File: src/rtl/uart_tx_buffered.sv
// FIFO-buffered 8N1 UART transmitter on a small memory-mapped register interface.
// CPU writes bytes into a circular FIFO; a registered FSM serialises them LSB first.
module uart_tx_buffered #(
  parameter int CLK_FREQ = 27000000,
  parameter int BAUD     = 115200,
  parameter int DIV      = CLK_FREQ / BAUD,
  parameter int DEPTH    = 16
) (
  input  logic        clk,
  input  logic        reset,
  input  logic        wen,
  input  logic        ren,
  input  logic [3:0]  address,
  input  logic [31:0] data_in,
  output logic [31:0] data_out,
  output logic        uart_tx,
  output logic        tx_busy
);

  localparam int PTR_W  = $clog2(DEPTH);
  localparam int CNT_W  = PTR_W + 1;
  localparam int BAUD_W = (DIV > 1) ? $clog2(DIV) : 1;
  localparam logic [BAUD_W-1:0] BAUD_LAST = BAUD_W'(DIV - 1);
  localparam logic [CNT_W-1:0]  FULL_CNT  = CNT_W'(DEPTH);

  typedef enum logic [1:0] {IDLE, START, DATA, STOP} state_t;

  state_t              state;
  logic [7:0]          mem [DEPTH];
  logic [PTR_W-1:0]    rd_ptr;
  logic [PTR_W-1:0]    wr_ptr;
  logic [CNT_W-1:0]    count;
  logic                overflow;
  logic [7:0]          shift;
  logic [2:0]          bit_cnt;
  logic [BAUD_W-1:0]   baud_cnt;
  logic                full;
  logic                empty;
  logic                baud_end;
  logic                push;
  logic                pop;
  logic                accept;
  logic                drop;
  logic                status_rd;
  logic [31:0]         status;

  assign full      = (count == FULL_CNT);
  assign empty     = (count == '0);
  assign baud_end  = (baud_cnt == BAUD_LAST);
  assign push      = wen && (address[3:2] == 2'd0);
  assign status_rd = ren && (address[3:2] == 2'd1);
  // The FSM pops when idle or at the last cycle of a stop bit; a pop frees the slot for a same-cycle push.
  assign pop       = !empty && ((state == IDLE) || ((state == STOP) && baud_end));
  assign accept    = push && (!full || pop);
  assign drop      = push && full && !pop;
  assign tx_busy   = (state != IDLE) || !empty;

  always_comb begin
    status              = '0;
    status[0]           = full;
    status[1]           = empty;
    status[2]           = (state != IDLE);
    status[3]           = overflow;
    status[4 +: CNT_W]  = count;
  end

  always_ff @(posedge clk) begin
    if (accept) mem[wr_ptr] <= data_in[7:0];
  end

  always_ff @(posedge clk) begin
    if (reset) begin
      rd_ptr   <= '0;
      wr_ptr   <= '0;
      count    <= '0;
      overflow <= 1'b0;
    end else begin
      if (accept) wr_ptr <= wr_ptr + 1'b1;
      if (pop)    rd_ptr <= rd_ptr + 1'b1;
      if (accept && !pop)      count <= count + 1'b1;
      else if (!accept && pop) count <= count - 1'b1;
      // A dropped push outranks the clear-on-read of the same cycle.
      if (drop)           overflow <= 1'b1;
      else if (status_rd) overflow <= 1'b0;
    end
  end

  always_ff @(posedge clk) begin
    if (reset)    data_out <= '0;
    else if (ren) data_out <= status_rd ? status : 32'd0;
  end

  always_ff @(posedge clk) begin
    if (pop)                          shift <= mem[rd_ptr];
    else if ((state == DATA) && baud_end) shift <= shift >> 1;
  end

  always_ff @(posedge clk) begin
    if (reset) begin
      state    <= IDLE;
      uart_tx  <= 1'b1;
      bit_cnt  <= '0;
      baud_cnt <= '0;
    end else begin
      case (state)
        IDLE: begin
          uart_tx <= 1'b1;
          if (pop) begin
            state    <= START;
            uart_tx  <= 1'b0;
            baud_cnt <= '0;
          end
        end
        START: begin
          if (baud_end) begin
            state    <= DATA;
            bit_cnt  <= '0;
            baud_cnt <= '0;
            uart_tx  <= shift[0];
          end else begin
            baud_cnt <= baud_cnt + 1'b1;
          end
        end
        DATA: begin
          if (baud_end) begin
            baud_cnt <= '0;
            if (bit_cnt == 3'd7) begin
              state   <= STOP;
              uart_tx <= 1'b1;
            end else begin
              bit_cnt <= bit_cnt + 1'b1;
              // shift[1] becomes bit0 after this edge's shift
              uart_tx <= shift[1];
            end
          end else begin
            baud_cnt <= baud_cnt + 1'b1;
          end
        end
        STOP: begin
          if (baud_end) begin
            baud_cnt <= '0;
            if (pop) begin
              state   <= START;
              uart_tx <= 1'b0;
            end else begin
              state   <= IDLE;
            end
          end else begin
            baud_cnt <= baud_cnt + 1'b1;
          end
        end
        default: begin
          state   <= IDLE;
          uart_tx <= 1'b1;
        end
      endcase
    end
  end

endmodule

File: config.mk
export PLATFORM = sky130hd
export DESIGN_NAME = uart_tx_buffered
export DESIGN_NICKNAME = d
export VERILOG_FILES = /design/src/rtl/uart_tx_buffered.sv
export SDC_FILE = /design/constraint.sdc
export NUM_CORES = 1
export LEC_CHECK = 0
export BUFFER_PORTS_ARGS = -buffer_cell sky130_fd_sc_hd__buf_2
export CAP_MARGIN = 5
export CORE_UTILIZATION = 59
export DETAILED_ROUTE_END_ITERATION = 10
export PLACE_DENSITY = 0.79
export SLEW_MARGIN = 10
export SYNTH_ARGS = -nofsm -noshare
export SYNTH_HDL_FRONTEND = slang
export SYNTH_SLANG_ARGS = --single-unit
File: constraint.sdc
create_clock -name clk -period 3.65 [get_ports clk]
set_input_delay 0.73 -clock clk [delete_from_list [all_inputs] [get_ports clk]]
set_output_delay 0.73 -clock clk [all_outputs]
set_load 0.05 [all_outputs]
======== Word-level counts from Yosys, hierarchy flattened ========
Memory sizes are Yosys's and may differ from the RTL's. A register that Yosys moved wholly into a read port is not among the register bits.
Index checks and enable logic that the tools add are counted.
Widths: inputs -> output; s select.
word-level totals
  register bits after elaboration ......... 68
  latch bits .............................. 0
  bits in writable memories ............... 128
  memory bits (read-only) ................. 0
  input port bits ......................... 40
  output and inout port bits .............. 34
  logic and storage cells ................. 92
  memories ................................ 1
cells by class
  $add $sub $neg .......................... 6
  $mul .................................... 0
  div/mod/pow operators ................... 0
  magnitude comparators ................... 0
  equality and inequality tests ........... 14
  shift operators ......................... 0
  mux-type cells .......................... 32
  bitwise gates (word level) .............. 0
  reduce and logical (&&, ||, !) cells .... 29
memories
  name  depth  width  rd ports  clocked after memory_dff  wr ports  line  text
  mem   16     8      1         1                         1         29    logic [7:0] mem [DEPTH];
operator list
  operator             number
  $mux 8               4
  $pmux 8 s2           1
  $ne 2x2->1 const B   6
  $mux 1               11
  $logic_and 1x1->1    10
  $mux 2               5
  $mux 5               2
  $reduce_bool 2->1    5
  $mux 3               3
  $mux 9               1
  $add 4x1->4 const B  2
  $add 8x1->8 const B  1
  $eq 8x8->1 const B   1
  $mux 4               2
  $pmux 2 s4           1
  $reduce_and 4->1     2
  $pmux 3 s2           1
  $add 5x1->5 const B  1
  $eq 5x5->1 const B   1
  $logic_not 5->1      1
  $reduce_and 5->1     1
  $sub 5x1->5 const B  1
  $eq 2x1->1 const B   2
  $eq 2x2->1 const B   2
  8 further kinds      14

======== Logic depth before layout (Yosys ltp) ========
  word-level depth ........................ 10
  depth in mapped cells ................... 14
  mapped depth without buffers ............ 12

======== Worst setup path after synthesis ========
Ideal clock, no wire load.
  path kind ............................... in2reg
  from .................................... input port address[2]
  to ...................................... register count[4]
  library setup time ...................... 0.121 ns
  arrival ................................. 3.011 ns
  data required time ...................... 3.529 ns
  slack ................................... 0.519 ns
  stages .................................. 10
  path buffers ............................ 1
  cells stage by stage .................... nor3b_1 -> a21boi_2 -> buf_2 -> ha_1 -> inv_1 -> fa_1 -> a21o_1 -> a21oi_1 -> mux2i_1 -> mux2_2
on the way
  longest elaborated chain between the ends .. 6
  elaborated cells between the ends (all ways) .. 8
RTL lines
  item                                line  text
  from (decl)                         13    input logic [3:0] address,
  $logic_not 2->1 *                   50    assign push = wen && (address[3:2] == 2'd0);
  $logic_and 1x1->1 *                 50
  $logic_and 1x1->1 *                 54    assign accept = push && (!full || pop);
  net accept                          42    logic accept;
  $logic_not 1->1                     81    else if (!accept && pop) count <= count - 1'b1;
  $logic_and 1x1->1                   81
  $reduce_bool 2->1 (no source line)  n/a
  to (signal assigned)                80    if (accept && !pop) count <= count + 1'b1;
  to (signal assigned)                81
  to (decl)                           32    logic [CNT_W-1:0] count;
Mark *: on every way through the listed nets, which the timed path passes. The rest lies on a longest branch.
A chain may end at the register's enable or synchronous reset.

======== Worst setup path after layout ========
  from .................................... register baud_cnt[1]
  to ...................................... register count[4]
on the way
  longest elaborated chain between the ends .. 9
  elaborated cells between the ends (all ways) .. 12
RTL lines
  item                                line  text
  from (decl)                         36    logic [BAUD_W-1:0] baud_cnt;
  from (signal assigned)              121   baud_cnt <= baud_cnt + 1'b1;
  from (signal assigned)              136   baud_cnt <= baud_cnt + 1'b1;
  from (signal assigned)              149   baud_cnt <= baud_cnt + 1'b1;
  $eq 8x8->1 *                        49    assign baud_end = (baud_cnt == BAUD_LAST);
  $logic_and 1x1->1 *                 53    assign pop = !empty && ((state == IDLE) || ((state == STOP) && baud_end));
  $logic_or 1x1->1 *                  53
  $logic_and 1x1->1 *                 53
  $logic_or 1x1->1                    54
  $logic_and 1x1->1                   54
  $logic_not 1->1                     81
  $logic_and 1x1->1                   81
  $reduce_bool 2->1 (no source line)  n/a
Every way passes the cells marked *; elsewhere a longest branch is shown, timed or not.

==> results.json <==
{
  "first_global_vias": 4094,
  "synth_cells": 491,
  "areaGrowthSynthToFinish_pct": 10.5,
  "post-cts-setup-buffers": 0,
  "cts_hold_repair.buffers": 0,
  "synth_edf_count": 136,
  "gp_congestion": 0.827,
  "fmax_mhz": 317,
  "netlist_top_cells_area": "edfxtp_1 (54%), dfxtp_1 (11%), mux4_2 (9.5%)",
  "path_max_fanout": 5,
  "endpoint_kind": "flip-flop",
  "fin_crit_sh_pct": 86.5,
  "yosysWarnings": 0,
  "setup_tns_ps": 0,
  "root_buffer": "clkbuf_16",
  "cp_data_required_time_ps": 3970,
  "rsz0062_at_grt": "false",
  "finalInstanceArea_mm2": 0.00843,
  "hp-class": "reg2reg",
  "cts_tree": "built",
  "slew_viol_final": 0,
  "core_area_mm2": 0.0126,
  "skew_ps": 8.33,
  "n_antenna_cell": 0,
  "htree_levels": 4,
  "antenna_found_initial": 0,
  "initial_utilization_pct": 60.4,
  "wl_per_cell_um": 20.9,
  "rrSetupSlack_ps": 490,
  "drt-vias-per-instance": 6.09,
  "port-buffer-count": 24,
  "cp-start-kind": "flip-flop",
  "fin_crit_ps": 3160,
  "tightest_slew_ps": 980,
  "synth_top_area_share_pct": 53.6,
  "placed_area_mm2": 0.00784,
  "rows": 41,
  "cp.arrival_ps": 3470,
  "clock_sinks": 177,
  "grt_max_degree": 36,
  "drv_cap": 0,
  "synth-async-reset-ratio_pct": 0,
  "synth_area_mm2": 0.00763,
  "ys_seq_area_share_pct": 64.3,
  "dieArea_mm2": 0.0134,
  "dr.pass1.iters": 5,
  "path_class": "reg2reg",
  "drc_errors": 0,
  "ant_nets": 0,
  "synth_seq_cells": 177,
  "run_status": "finished, final reports clean",
  "grt_pass1_wl_mm": 22.5,
  "cts_resized": 0,
  "relSlewSlack_pct": 34.6,
  "die_width_um": 116,
  "fin_nets": 579,
  "avgSynthCellArea_um2": 15.5,
  "vias": 4295,
  "max-vdd-ir-drop_mv": 0.397,
  "die_h_um": 116,
  "hold_viol_final": 0,
  "finalSetupViolCount": 0,
  "drive_above_1_share_pct": 21.8,
  "powerDensity_mw_per_mm2": 654,
  "final_common_cell": "edfxtp_1",
  "clk_latency_ps": 430,
  "final_cell_mix": "edfxtp_1 (136), dfxtp_1 (40), nor2_1 (33)",
  "cts.clk_slew.worst_paths_ps": 70,
  "grtUsageTotal_pct": 23.9,
  "synthDistinctLibCells": 61,
  "io_pins": 74,
  "numCtsBuffers": 17,
  "leakage_nw": 2.87,
  "clockBufferDepth": 2,
  "drt_iter0_drc": 388,
  "synth_top_area_cell": "edfxtp_1",
  "synthFlopType": "edfxtp_1",
  "routed_wl_mm": 14.8,
  "post-dp-hpwl_mm": 9.27,
  "overflow": 0
}
## final timing paths
path | cells past startpoint | startpoint | end
setup reg to reg | 12 | baud_cnt[1] | count[4]
hold reg to reg | 2 | data_out[8] | data_out[8]
hold / removal | 2 | data_out[8] | data_out[8]
setup / recovery | 12 | baud_cnt[1] | count[4]
## per-layer routing
metal	vias up	global-route usage [%]	share of wire, %
met5	-	0	0
li1	1928	-	-
met2	155	38.6	50
met1	2185	32.0	43
met3	27	5.18	5.2
met4	0	10.0	1.7
## where the power goes
group / switching (W) / internal [W] / total [W] / leakage, nW
clock: 0.000750 / 0.00108 / 0.00183 / 0.275
combinational: 0.000760 / 0.000469 / 0.00123 / 1.03
sequential: 0.000132 / 0.00233 / 0.00246 / 1.56
total: 0.00164 / 0.00387 / 0.00551 / 2.87
## synth_stat cells (6+ instances only)
master    instances
o21ai_0          13
buf_4            23
nor2b_1          10
o221ai_2          7
nor2_1           33
nand3_1           6
a21oi_1          17
a22oi_1           6
mux4_2           32
and3_1           11
inv_1             8
clkbuf_1         13
mux2i_1          18
nand2_1          12
dfxtp_1          41
and2_1            6
ha_1             18
edfxtp_1        136
## metrics by stage
step / worst slack (ps) / power, W / cells / utilization [%] / hold WS, ps
3_3_place_gp: 558 / 0.00365 / 673 / 62.1 / 452
5_1_grt: 341 / 0.00570 / 705 / 66.8 / 494
2_1_floorplan: 519 / 0.00342 / 513 / - / 442
3_5_place_dp: 547 / 0.00369 / 673 / 62.1 / 460
6_report: 493 / 0.00551 / 705 / 66.8 / 468
4_1_cts: 492 / 0.00551 / 705 / 66.8 / 470
## cells by family after synthesis
kind of cell | after synthesis | share of synthesized area (%)
xor+xnor | 8 | 0.919
compound gates | 73 | 7.32
buf+inv | 55 | 4.13
fa+ha+maj | 19 | 3.22
other cells | 1 | 0.0492
mux | 55 | 12.6
flops | 177 | 64.3
simple gates | 103 | 7.50
## worst max-delay path, stage by stage (launching register included)
cell and delay, ps:
dfxtp_1 410, inv_1 60, ha_1 180, and4_1 240, a31o_2 290, nand2_1 180
ha_1 220, inv_1 110, fa_1 410, a21o_1 180, a21oi_1 180, mux2i_1 230
mux2_2 350
## layout make-up
type / instances / area (µm²)
Clock inverter: 13 / 163
Sequential cell: 177 / 4910
Fill cell: 832 / 4190
Tap cell: 172 / 215
Inverter: 10 / 37.5
Timing Repair Buffer: 33 / 188
Clock buffer: 19 / 433
Multi-Input combinational cell: 281 / 2490
## flip-flops by register name, summed over array words and instances, names as in the netlist, named ones only
register and count:
wr_ptr 4, baud_cnt 8, mem 128, shift 8, bit_cnt 3, count 5
uart_tx 1, state 2, rd_ptr 4, overflow 1, data_out 9
Power figures use the tool's default switching activity.
